<file path="src/rtl/sigmoid_pipe_fix.sv">
// sigmoid_pipe_fix: 3-stage multi-lane fixed-point sigmoid.
// Per-beat mode: MSB truncation or rounded PLAN approximation.
module sigmoid_pipe_fix #(
  parameter int WIDTH_IN = 8,
  parameter int FRAC_IN  = 4,
  parameter int MSB_OUT  = 4,
  parameter int LANES    = 4
) (
  input  logic                        clk,
  input  logic                        rst_n,
  input  logic                        in_valid,
  output logic                        in_ready,
  input  logic                        in_mode,
  input  logic [LANES*WIDTH_IN-1:0]   in_data,
  output logic                        out_valid,
  input  logic                        out_ready,
  output logic [LANES*MSB_OUT-1:0]    out_data,
  output logic [LANES-1:0]            out_sat,
  output logic [15:0]                 beat_cnt
);

  localparam int FI = FRAC_IN + 5;
  localparam int AW = WIDTH_IN + 1;
  localparam int YW = FI + 2;
  localparam int SH = FI - MSB_OUT;

  localparam logic [YW-1:0] ONE  = YW'(1) << FI;
  localparam logic [YW-1:0] OFF2 = YW'(27) << FRAC_IN;
  localparam logic [YW-1:0] OFF1 = YW'(5) << (FI - 3);
  localparam logic [YW-1:0] OFF0 = YW'(1) << (FI - 1);
  localparam logic [YW:0]   HALF = (YW+1)'(1) << (SH - 1);
  localparam logic [YW:0]   RMAX = (YW+1)'(1) << MSB_OUT;

  localparam logic [AW-1:0] T3 = AW'(5) << FRAC_IN;
  localparam logic [AW-1:0] T2 = AW'(19) << (FRAC_IN - 3);
  localparam logic [AW-1:0] T1 = AW'(1) << FRAC_IN;

  logic v1, v2, v3;
  logic rdy1, rdy2, rdy3;

  logic                            s1_mode;
  logic [LANES-1:0]                s1_neg;
  logic [LANES-1:0][AW-1:0]        s1_a;
  logic [LANES-1:0][1:0]           s1_seg;
  logic [LANES-1:0][MSB_OUT-1:0]   s1_msb;

  logic                            s2_mode;
  logic [LANES-1:0]                s2_neg;
  logic [LANES-1:0][YW-1:0]        s2_y;
  logic [LANES-1:0][MSB_OUT-1:0]   s2_msb;

  logic [LANES-1:0]                n1_neg;
  logic [LANES-1:0][AW-1:0]        n1_a;
  logic [LANES-1:0][1:0]           n1_seg;
  logic [LANES-1:0][MSB_OUT-1:0]   n1_msb;
  logic [LANES-1:0][WIDTH_IN-1:0]  x;
  logic [LANES-1:0][AW-1:0]        xs;

  logic [LANES-1:0][YW-1:0]        n2_y;

  logic [LANES-1:0][YW-1:0]        yp;
  logic [LANES-1:0][YW:0]          rr;
  logic [LANES*MSB_OUT-1:0]        n3_d;
  logic [LANES-1:0]                n3_s;

  assign rdy3      = !v3 | out_ready;
  assign rdy2      = !v2 | rdy3;
  assign rdy1      = !v1 | rdy2;
  assign in_ready  = rdy1;
  assign out_valid = v3;

  // S1 comb: sign, magnitude in AW bits, segment select
  always_comb begin
    n1_neg = '0;
    n1_a   = '0;
    n1_seg = '0;
    n1_msb = '0;
    x      = '0;
    xs     = '0;
    for (int i = 0; i < LANES; i++) begin
      x[i]      = in_data[i*WIDTH_IN +: WIDTH_IN];
      xs[i]     = {x[i][WIDTH_IN-1], x[i]};
      n1_neg[i] = x[i][WIDTH_IN-1];
      n1_a[i]   = n1_neg[i] ? (~xs[i] + AW'(1)) : xs[i];
      n1_msb[i] = x[i][WIDTH_IN-1 -: MSB_OUT];
      unique case (1'b1)
        (n1_a[i] >= T3):                  n1_seg[i] = 2'd3;
        (n1_a[i] >= T2 && n1_a[i] < T3):  n1_seg[i] = 2'd2;
        (n1_a[i] >= T1 && n1_a[i] < T2):  n1_seg[i] = 2'd1;
        (n1_a[i] < T1):                   n1_seg[i] = 2'd0;
      endcase
    end
  end

  // S2 comb: slope-shift plus offset for the chosen segment
  always_comb begin
    n2_y = '0;
    for (int i = 0; i < LANES; i++) begin
      unique case (s1_seg[i])
        2'd3: n2_y[i] = ONE;
        2'd2: n2_y[i] = YW'(s1_a[i]) + OFF2;
        2'd1: n2_y[i] = (YW'(s1_a[i]) << 2) + OFF1;
        2'd0: n2_y[i] = (YW'(s1_a[i]) << 3) + OFF0;
      endcase
    end
  end

  // S3 comb: mirror negatives, round half-up, clamp
  always_comb begin
    yp   = '0;
    rr   = '0;
    n3_d = '0;
    n3_s = '0;
    for (int i = 0; i < LANES; i++) begin
      yp[i] = s2_neg[i] ? (ONE - s2_y[i]) : s2_y[i];
      rr[i] = ({1'b0, yp[i]} + HALF) >> SH;
      if (!s2_mode) begin
        n3_d[i*MSB_OUT +: MSB_OUT] = s2_msb[i];
      end else if (rr[i] >= RMAX) begin
        n3_d[i*MSB_OUT +: MSB_OUT] = '1;
        n3_s[i] = 1'b1;
      end else begin
        n3_d[i*MSB_OUT +: MSB_OUT] = rr[i][MSB_OUT-1:0];
        n3_s[i] = (rr[i] == '0) && (s2_y[i] != '0);
      end
    end
  end

  // stage valid bits; each stage loads whenever it may advance
  always_ff @(posedge clk) begin
    if (!rst_n) begin
      v1 <= 1'b0;
      v2 <= 1'b0;
      v3 <= 1'b0;
    end else begin
      if (rdy1) v1 <= in_valid;
      if (rdy2) v2 <= v1;
      if (rdy3) v3 <= v2;
    end
  end

  // S1/S2 datapath registers, loaded only with a real beat
  always_ff @(posedge clk) begin
    if (rdy1 && in_valid) begin
      s1_mode <= in_mode;
      s1_neg  <= n1_neg;
      s1_a    <= n1_a;
      s1_seg  <= n1_seg;
      s1_msb  <= n1_msb;
    end
    if (rdy2 && v1) begin
      s2_mode <= s1_mode;
      s2_neg  <= s1_neg;
      s2_y    <= n2_y;
      s2_msb  <= s1_msb;
    end
  end

  // output registers hold while stalled
  always_ff @(posedge clk) begin
    if (!rst_n) begin
      out_data <= '0;
      out_sat  <= '0;
    end else if (rdy3 && v2) begin
      out_data <= n3_d;
      out_sat  <= n3_s;
    end
  end

  // completed output handshakes, free-running wrap
  always_ff @(posedge clk) begin
    if (!rst_n) beat_cnt <= '0;
    else if (v3 && out_ready) beat_cnt <= beat_cnt + 16'd1;
  end

endmodule

</file>
<file path="config.mk">
export PLATFORM = sky130hd
export DESIGN_NAME = sigmoid_pipe_fix
export DESIGN_NICKNAME = d
export VERILOG_FILES = /design/src/rtl/sigmoid_pipe_fix.sv
export SDC_FILE = /design/constraint.sdc
export NUM_CORES = 1
export LEC_CHECK = 0
export BUFFER_PORTS_ARGS = -buffer_cell sky130_fd_sc_hd__buf_2
export CORE_UTILIZATION = 55
export CTS_CLUSTER_SIZE = 12
export DETAILED_ROUTE_END_ITERATION = 8
export GPL_TIMING_DRIVEN = 1
export PLACE_DENSITY = 0.71
export REMOVE_ABC_BUFFERS = 1
export SYNTH_ARGS = -nofsm -noshare
export SYNTH_HDL_FRONTEND = slang
export SYNTH_SLANG_ARGS = --single-unit
</file>
<file path="constraint.sdc">
create_clock -name clk -period 15.1 [get_ports clk]
set_input_delay 1.51 -clock clk [delete_from_list [all_inputs] [get_ports clk]]
set_output_delay 1.51 -clock clk [all_outputs]
set_load 0.1 [all_outputs]
</file>
# Word-level counts from Yosys, hierarchy flattened

Index checks and enable logic that the tools add are counted.

Register bits: 169
Bits in latches: 0
Memory bits (writable): 0
ROM bits: 0
Input bits: 37
Memories: 0

Add/subtract/negate cells: 25
Multipliers: 0
Div/mod/pow operators: 0
Order comparisons: 28
Equality and inequality tests: 12
Shift operators: 0
Mux-type cells: 32
Bitwise logic cells: 7
Reductions and logical operators: 31

Operators by type and width:

| kind                   | number |
|---|---|
| $pmux 11 s4            | 4 |
| $add 11x9->11 const B  | 8 |
| $add 11x5->12 const B  | 4 |
| $logic_not 12->1       | 4 |
| $mux 11                | 4 |
| $reduce_bool 11->1     | 4 |
| $sub 10x11->11 const A | 4 |
| $add 9x9->10 const B   | 4 |
| $add 9x1->9 const B    | 4 |
| $ge 9x5->1 const B     | 4 |
| $ge 9x6->1 const B     | 4 |
| $ge 9x7->1 const B     | 4 |
| $lt 9x5->1 const B     | 4 |
| $lt 9x6->1 const B     | 4 |
| $lt 9x7->1 const B     | 4 |
| $mux 9                 | 4 |
| $not 9->9              | 4 |
| $mux 4                 | 8 |
| $pmux 2 s4             | 4 |
| $ge 7x5->1 const B     | 4 |
| $add 16x1->16 const B  | 1 |
| $eq 2x2->1 const B     | 8 |
| $logic_and 1x1->1      | 16 |
| $eq 2x1->1 const B     | 4 |
| other kinds (4)        | 18 |

# Depth between registers and ports, before layout

Gate-level depths: netlist of the first run.

Word-level depth: 7
Mapped depth: 11
Gate-level depth less buffers: 10

# Worst setup path after synthesis of the first run

OpenSTA, ideal clock, no wires.

Kind: input to register
Start point: input out_ready
End point: register s2_mode, enable pin
Setup time: 0.573 ns
Arrival time: 6.061 ns
Data required time: 14.527 ns
Setup slack: 8.466 ns
Stages on the path: 2
Path buffers: 0
Path through: nor2b_1 > a21boi_0

Cells in the longest elaborated chain, start to end: 3

Ends and longest elaborated chain:

| element                | RTL line | source |
|---|---|---|
| start: declaration     | 16       | `input logic out_ready,` |
| $or 1x1->1             | 66       | `assign rdy3 = !v3 \| out_ready;` |
| $or 1x1->1             | 67       | `assign rdy2 = !v2 \| rdy3;` |
| $logic_and 1x1->1      | 151      | `if (rdy2 && v1) begin` |
| end signal: assignment | 152      | `s2_mode <= s1_mode;` |
| end: declaration       | 47       | `logic s2_mode;` |

No other way between the ends.
A chain may end at the register's enable or synchronous reset.

# Worst setup path after layout of the first run

Start point: input out_ready
End point: output in_ready

Cells in the longest elaborated chain, start to end: 3

Ends and longest elaborated chain:

| element          | RTL line | source |
|---|---|---|
| $or 1x1->1       | 66       |  |
| $or 1x1->1       | 67       |  |
| $or 1x1->1       | 68       | `assign rdy1 = !v1 \| rdy2;` |
| end: declaration | 12       | `output logic in_ready,` |

No other way between the ends.

==> results of run 1 <==
[cells in the final DEF, fill, tap and decap left out, drive strengths merged, types with 4 or more instances in the layout]
cell and n:
and2 23, nand2 58, a21boi 7, o21ai 48
mux2i 15, o31ai 15, dfxtp 39, clkbuf 19
nand4b 5, ha 29, nor3 17, o211ai 12
o21a 5, nand4 8, nor4 5, buf 76
nor2b 13, o22ai 20, xor2 36, inv 55
nand3 24, a211oi 14, nor2 40, a21oi 29
or3 6, nor4b 10, nand2b 12, o311a 4
edfxtp 122, or4 10, xnor2 59, o2111ai 5
a32o 9, clkinv 8, conb 4
[power breakdown]
| group | internal (mW) | switching [mW] |
|---|---|---|
| logic | 0.0711 | 0.105 |
| registers | 0.520 | 0.0398 |
| clock network | 0.218 | 0.166 |
[area by class of cell]
type / count / area, µm²
clock inverters: 13 / 83.83
multi-input cells: 582 / 4095
clock buffers: 19 / 452.9
well taps: 216 / 270.3
inverters: 51 / 191.4
flip-flops and latches: 161 / 4444
repair buffers: 76 / 385.4
fillers: 1248 / 5904
[cells in the mapped netlist (22+ instances only)]
master and n:
and2_1 22, xor2_1 35, dfxtp_1 39, nor2_1 40
a21oi_1 29, edfxtp_1 122, o21ai_0 42, ha_1 29
nand2_1 58, clkbuf_1 37, nand3_1 24, xnor2_1 59
inv_1 51
[worst max-delay path, cell delays in order]
cell,delay (ns)
buf_2,0.11
nor2b_1,0.51
nand3_1,0.19
buf_2,0.33
[layer usage]
layer | global-route usage (%) | up-vias | part of all wire (%)
met5 | 0 | - | 0
met4 | 10.31 | 0 | 2.5
met3 | 4.407 | 32 | 3.7
met2 | 38.63 | 129 | 52
met1 | 22.50 | 3025 | 41
li1 | - | 3177 | -
[flip-flops by register name (all words and copies together), names as in the netlist]
register   count
v2             1
s1_a          36
out_sat        4
out_valid      1
s1_neg         4
s2_neg         4
s1_mode        1
s1_seg         8
s2_mode        1
beat_cnt      16
s2_msb        12
v1             1
s2_y          44
s1_msb        12
out_data      16
[worst paths after layout]
path                                         start                       end  slack (ns)  depth (start not counted)
worst max-delay path                     out_ready                  in_ready       10.93                          4
worst min register to register   s1_mode$_DFFE_PP_         s2_mode$_DFFE_PP_        0.42                          0
worst min-delay path             s1_mode$_DFFE_PP_         s2_mode$_DFFE_PP_        0.42                          0
worst max register to register  s2_y[14]$_DFFE_PP_  out_data[4]$_SDFFE_PN0P_       11.92                         10
[cells by family (layout without fill, tap and decap cells)]
family                   Yosys count  in the layout
AND/OR/NAND/NOR                  247            247
AO/OA/AOI/OAI                    192            192
flip-flops                       161            161
XOR/XNOR                          95             95
buffers and inverters             94            159
adder cells (fa/ha/maj)           29             29
multiplexers                      15             15
other                              1              4
==> results by group, run 1 <==
CTS
  – CTS resizes: 0
  – Clock buffer depth: 2
  – CTS H-Tree Depth: 4
  – Cts-stage hold buffer count: 0
  – Clock root buffer: clkbuf_16
  – CTS tree: yes
  – Worst-path clk slew: 0.06 ns
  – Num CTS Buffers: 17
  – Skew-Pair Late Insertion Delay: 0.41 ns
  – Clock sink count: 161
  – Setup bufs post-CTS: 0

Placed design
  – Placed cell areas: 0.009387 mm²
  – # port buffers: 74
  – Placed Cells: 1,086
  – Place WS: 10.93 ns
  – Final GP Congestion: 0.8070
  – DP Wirelength: 12.12 mm

GRT
  – Largest net degree at the start of global routing: 62
  – GRT Overall Usage: 20.86%
  – Initial antenna violation count: 0
  – First-pass GRT wire length: 27.40 mm
  – Grt total ovfl: 0
  – Vias in the first global route: 6,137

Logic synthesis
  – Synth Area in Compound Gates: 14.74%
  – Synth Instances: 834
  – Ys flop type: edfxtp_1
  – Adder-Cell Fraction of Synth Area: 4.090%
  – Post-synth EDFFs: 122
  – Yosys cell types: 68
  – Largest family of logic cells by synthesized area: simple AND/OR/NAND/NOR gates
  – Post-synthesis xor/xnor area fraction: 9.464%
  – Seq cells post-synth: 161
  – Synth area leaders: edfxtp_1, dfxtp_1, xnor2_1, ha_1, xor2_1
  – Synth Area in Simple Gates: 15.71%
  – Leading area contributor after synthesis: edfxtp_1
  – Yosys warnings: 0
  – Fraction of registers with async set/reset: 0%
  – Cell area after synthesis: 0.008871 mm²
  – Yosys top cell area share: 41.30%
  – Syn Area/Cell: 10.64 µm²
  – Mux contribution to synthesized area: 1.693%
  – Register area share after synthesis: 50.10%

Route
  – 1st-iter DRT viols: 351
  – Residual DRC: 0
  – Vias per inst: 5.691
  – Post-DR wirelength/cell: 14.66 µm
  – Routed wire length: 16.39 mm
  – Final ANT Viol Nets: 0
  – DRT Pass-1 Iters: 4
  – Total number of vias: 6,363

STA
  – Setup tns final: 0 ns
  – Final Hold Viols: 0
  – Setup violators final: 0
  – Slew Limit Fails: 0
  – Slew @ Worst Pin: 0.9846 ns
  – Skew final: 0.007257 ns
  – Final worst-path cycle share: 27.62%
  – Max Fclk: 239.7 MHz
  – Unrepaired setup endpoints after global routing: false
  – Min Tclk post-route: 4.171 ns
  – Slew margin rel.: 34.36%
  – Setup WS post-layout: 10.93 ns
  – WHS: 0.4177 ns

Hold path
  – Worst Hold Class: flip-flop to flip-flop

Setup path
  – Crit path launch type: input pin
  – CP Data Arrival Time: 2.66 ns
  – Crit end category: output pin
  – CP Max Fanout: 7
  – Setup CP Type: input pin to output pin
  – Required time worst endpoint: 13.59 ns

Cells and area
  – NumNets Final: 955
  – Final Instance Count excl. Fillers: 1,118
  – Core Util, Final: 62.70%
  – Post-synthesis to final-layout area growth: 11.86%
  – Fraction of final layout cells sized beyond drive strength 1: 13.86%
  – Ant. Diodes: 0
  – Finished Cell Area: 0.009923 mm²

Job
  – Maxcap violations: 0

Floorplanning
  – FP Rows: 46
  – Initial Util: 56.05%
  – Chip width: 129 µm
  – Die area: 0.01664 mm²
  – Die Y: 129 µm
  – IO Pins: 75
  – Core Area: 0.01583 mm²

Pwr
  – Leak pwr: 3.770 nW
  – VDD IR max: 0.00009996 V
  – Final Power: 1.120 mW
  – Power per cell area: 112.9 mW/mm²

Run status
  – Outcome: complete, no violations
(Power assumes the default switching activity.)
==> inputs of run 2 (changes only) <==
--- a/config.mk
+++ b/config.mk
@@ -10,7 +10,7 @@
 export CTS_CLUSTER_SIZE = 12
 export DETAILED_ROUTE_END_ITERATION = 8
 export GPL_TIMING_DRIVEN = 1
-export PLACE_DENSITY = 0.71
+export PLACE_DENSITY = 0.74
 export REMOVE_ABC_BUFFERS = 1
 export SYNTH_ARGS = -nofsm -noshare
 export SYNTH_HDL_FRONTEND = slang
==> constraint.sdc (replaced) <==
create_clock -name clk -period 3.8 [get_ports clk]
set_input_delay 0.38 -clock clk [delete_from_list [all_inputs] [get_ports clk]]
set_output_delay 0.38 -clock clk [all_outputs]
set_load 0.1 [all_outputs]
==> results by group, run 2 (synthesized netlist as in run 1, its figures left out) <==
Route
  – Routed wire length: 16.00 mm (-2.4%)
  – Residual DRC: 0 (unchanged)
  – Vias per inst: 5.605 (-1.5%)
  – Final ANT Viol Nets: 0 (unchanged)
  – 1st-iter DRT viols: 522 (+49%)
  – DRT Pass-1 Iters: 5 (+1)
  – Post-DR wirelength/cell: 14.28 µm (-2.6%)
  – Total number of vias: 6,278 (-1.3%)

CTS
  – CTS H-Tree Depth: 4 (unchanged)
  – CTS tree: yes
  – CTS resizes: 0 (unchanged)
  – Clock root buffer: clkbuf_16
  – Num CTS Buffers: 17 (unchanged)
  – Clock buffer depth: 2 (unchanged)
  – Setup bufs post-CTS: 0 (unchanged)
  – Cts-stage hold buffer count: 0 (unchanged)
  – Worst-path clk slew: 0.06 ns (about the same)
  – Clock sink count: 161 (unchanged)
  – Skew-Pair Late Insertion Delay: 0.42 ns (about the same)

Cells and area
  – Reg area: 0.004444 mm² (unchanged)
  – Post-synthesis to final-layout area growth: 12.71%
  – Fillcell total: 1,263 (+1.2%)
  – Ant. Diodes: 0 (unchanged)
  – Area of the multi-input gates: 0.004095 mm² (unchanged)
  – Fraction of final layout cells sized beyond drive strength 1: 13.94% (+0.080 points)
  – Commonest cells after routing, fill and taps aside: edfxtp_1, buf_2, xnor2_1
  – Leading cell type in the layout, fill and taps excluded: edfxtp_1
  – Top flop regs: s2_y (44), s1_a (36)
  – NumNets Final: 957 (+0.21%)
  – Top reg by flops: s2_y
  – Largest register FFs: 44 (unchanged)

STA
  – Slew @ Worst Pin: 1.025 ns (+0.04015 ns)
  – Slew Limit Fails: 0 (unchanged)
  – Min Tclk post-route: 3.112 ns
  – Max Fclk: 321.3 MHz
  – Final Hold Viols: 0 (unchanged)
  – Skew final: 0.006479 ns (-0.0007781 ns)
  – Unrepaired setup endpoints after global routing: false
  – Setup WS post-layout: 0.6880 ns (-10.24 ns)
  – Slew margin rel.: 31.69% (-2.7 points)
  – Final worst-path cycle share: 81.90%
  – Setup violators final: 0 (unchanged)
  – WHS: 0.1379 ns (-0.2799 ns)

Placed design
  – Place WS: 0.7323 ns (-10.19 ns)
  – DP Wirelength: 11.41 mm (-5.9%)
  – # port buffers: 74 (unchanged)
  – Final GP Congestion: 0.7767 (-3.8%)

Setup path
  – CP Max Fanout: 11 (+4)
  – Required time worst endpoint: 4.11 ns (-9.48 ns)
  – Setup CP Type: flip-flop to flip-flop
  – CP Data Arrival Time: 3.42 ns (+0.76 ns)
  – Crit end category: flip-flop
  – Crit path launch type: flip-flop

Floorplanning
  – Die area: 0.01664 mm² (unchanged)
  – Initial Util: 56.05% (unchanged)
  – Chip width: 129 µm (unchanged)
  – IO Pins: 75 (unchanged)
  – FP Rows: 46 (unchanged)
  – Die Y: 129 µm (unchanged)
  – Core Area: 0.01583 mm² (unchanged)

Hold path
  – Worst Hold Class: input pin to flip-flop

Run status
  – Outcome: complete, no violations

Pwr
  – Switching power: 1.250 mW (+300%)
  – Power per cell area: 463.6 mW/mm² (+310%)
  – VDD IR max: 0.0003893 V (+290%)
  – Clock power share: 37.1% (+2.8 points)
  – Reg power frac: 47.9% (-2.0 points)
  – Switching share of power: 26.97% (-0.80 points)
  – Comb pwr share: 15.0% (-0.7 points)
  – Int Pwr: 3.385 mW (+320%)
  – Leak pwr: 3.793 nW (+0.60%)

GRT
  – Grt total ovfl: 0 (unchanged)
  – GRT Overall Usage: 20.62% (-0.24 points)
  – First-pass GRT wire length: 26.95 mm (-1.6%)
  – Vias in the first global route: 5,857 (-4.6%)
  – Largest net degree at the start of global routing: 62 (unchanged)
  – Initial antenna violation count: 0 (unchanged)

Job
  – Maxcap violations: 0 (unchanged)
==> run 2: power by group through the flow <==
| stage | Clock (mW) | Combinational [mW] | Sequential (mW) |
|---|---|---|---|
| floorplan | 0 | 0.464 | 2.30 |
| global placement | 0 | 0.682 | 2.25 |
| detailed placement | 0 | 0.694 | 2.26 |
| CTS | 1.75 | 0.699 | 2.22 |
| global route | 1.83 | 0.777 | 2.25 |
| finish | 1.72 | 0.695 | 2.22 |
==> run 2: layer usage <==
metal	wire length, µm	global-route usage (%)
met2	8017	35.90
met1	7033	25.06
met3	680	4.574
met5	0	0
met4	264	7.682
==> run 2: final cells by class <==
type	instances	area share [%]
clock inverter	12	1.602
multi-input combinational	582	40.96
inverter	51	1.915
sequential	161	44.45
tap	216	2.703
clock buffer	20	4.367
timing repair buffer	78	4.005
==> run 2: through the flow <==
| step | setup TNS, ns | instance area, µm² | power, mW | util [%] | std cells |
|---|---|---|---|---|---|
| 3_5_place_dp | 0 | 9402 | 2.951 | 59.40 | 1088 |
| 6_report | 0 | 9998 | 4.635 | 63.17 | 1120 |
| 2_1_floorplan | -186.19 | 8705 | 2.765 | - | 794 |
| 3_3_place_gp | 0 | 9402 | 2.932 | 59.40 | 1088 |
| 5_1_grt | 0 | 9998 | 4.851 | 63.17 | 1120 |
| 4_1_cts | 0 | 9998 | 4.670 | 63.17 | 1120 |
==> run 2: path summary, 6_finish.rpt <==
path	start	to	slack, ns	cells after the start
setup / recovery	s2_y[3]$_DFFE_PP_	out_data[3]$_SDFFE_PN0P_	0.69	10
hold / removal	in_mode	s1_mode$_DFFE_PP_	0.14	1
setup reg to reg	s2_y[3]$_DFFE_PP_	out_data[3]$_SDFFE_PN0P_	0.69	10
hold reg to reg	s1_msb[12]$_DFFE_PP_	s2_msb[12]$_DFFE_PP_	0.42	0
==> run 2: critical path: stages, from the launching register on <==
cell,delay (ns)
edfxtp_1,0.37
or4_1,0.74
o21ai_0,0.28
xnor2_1,0.15
ha_1,0.24
nand4b_1,0.10
or4_1,0.40
nand3_1,0.19
xor2_1,0.21
o211ai_1,0.11
a32o_1,0.21
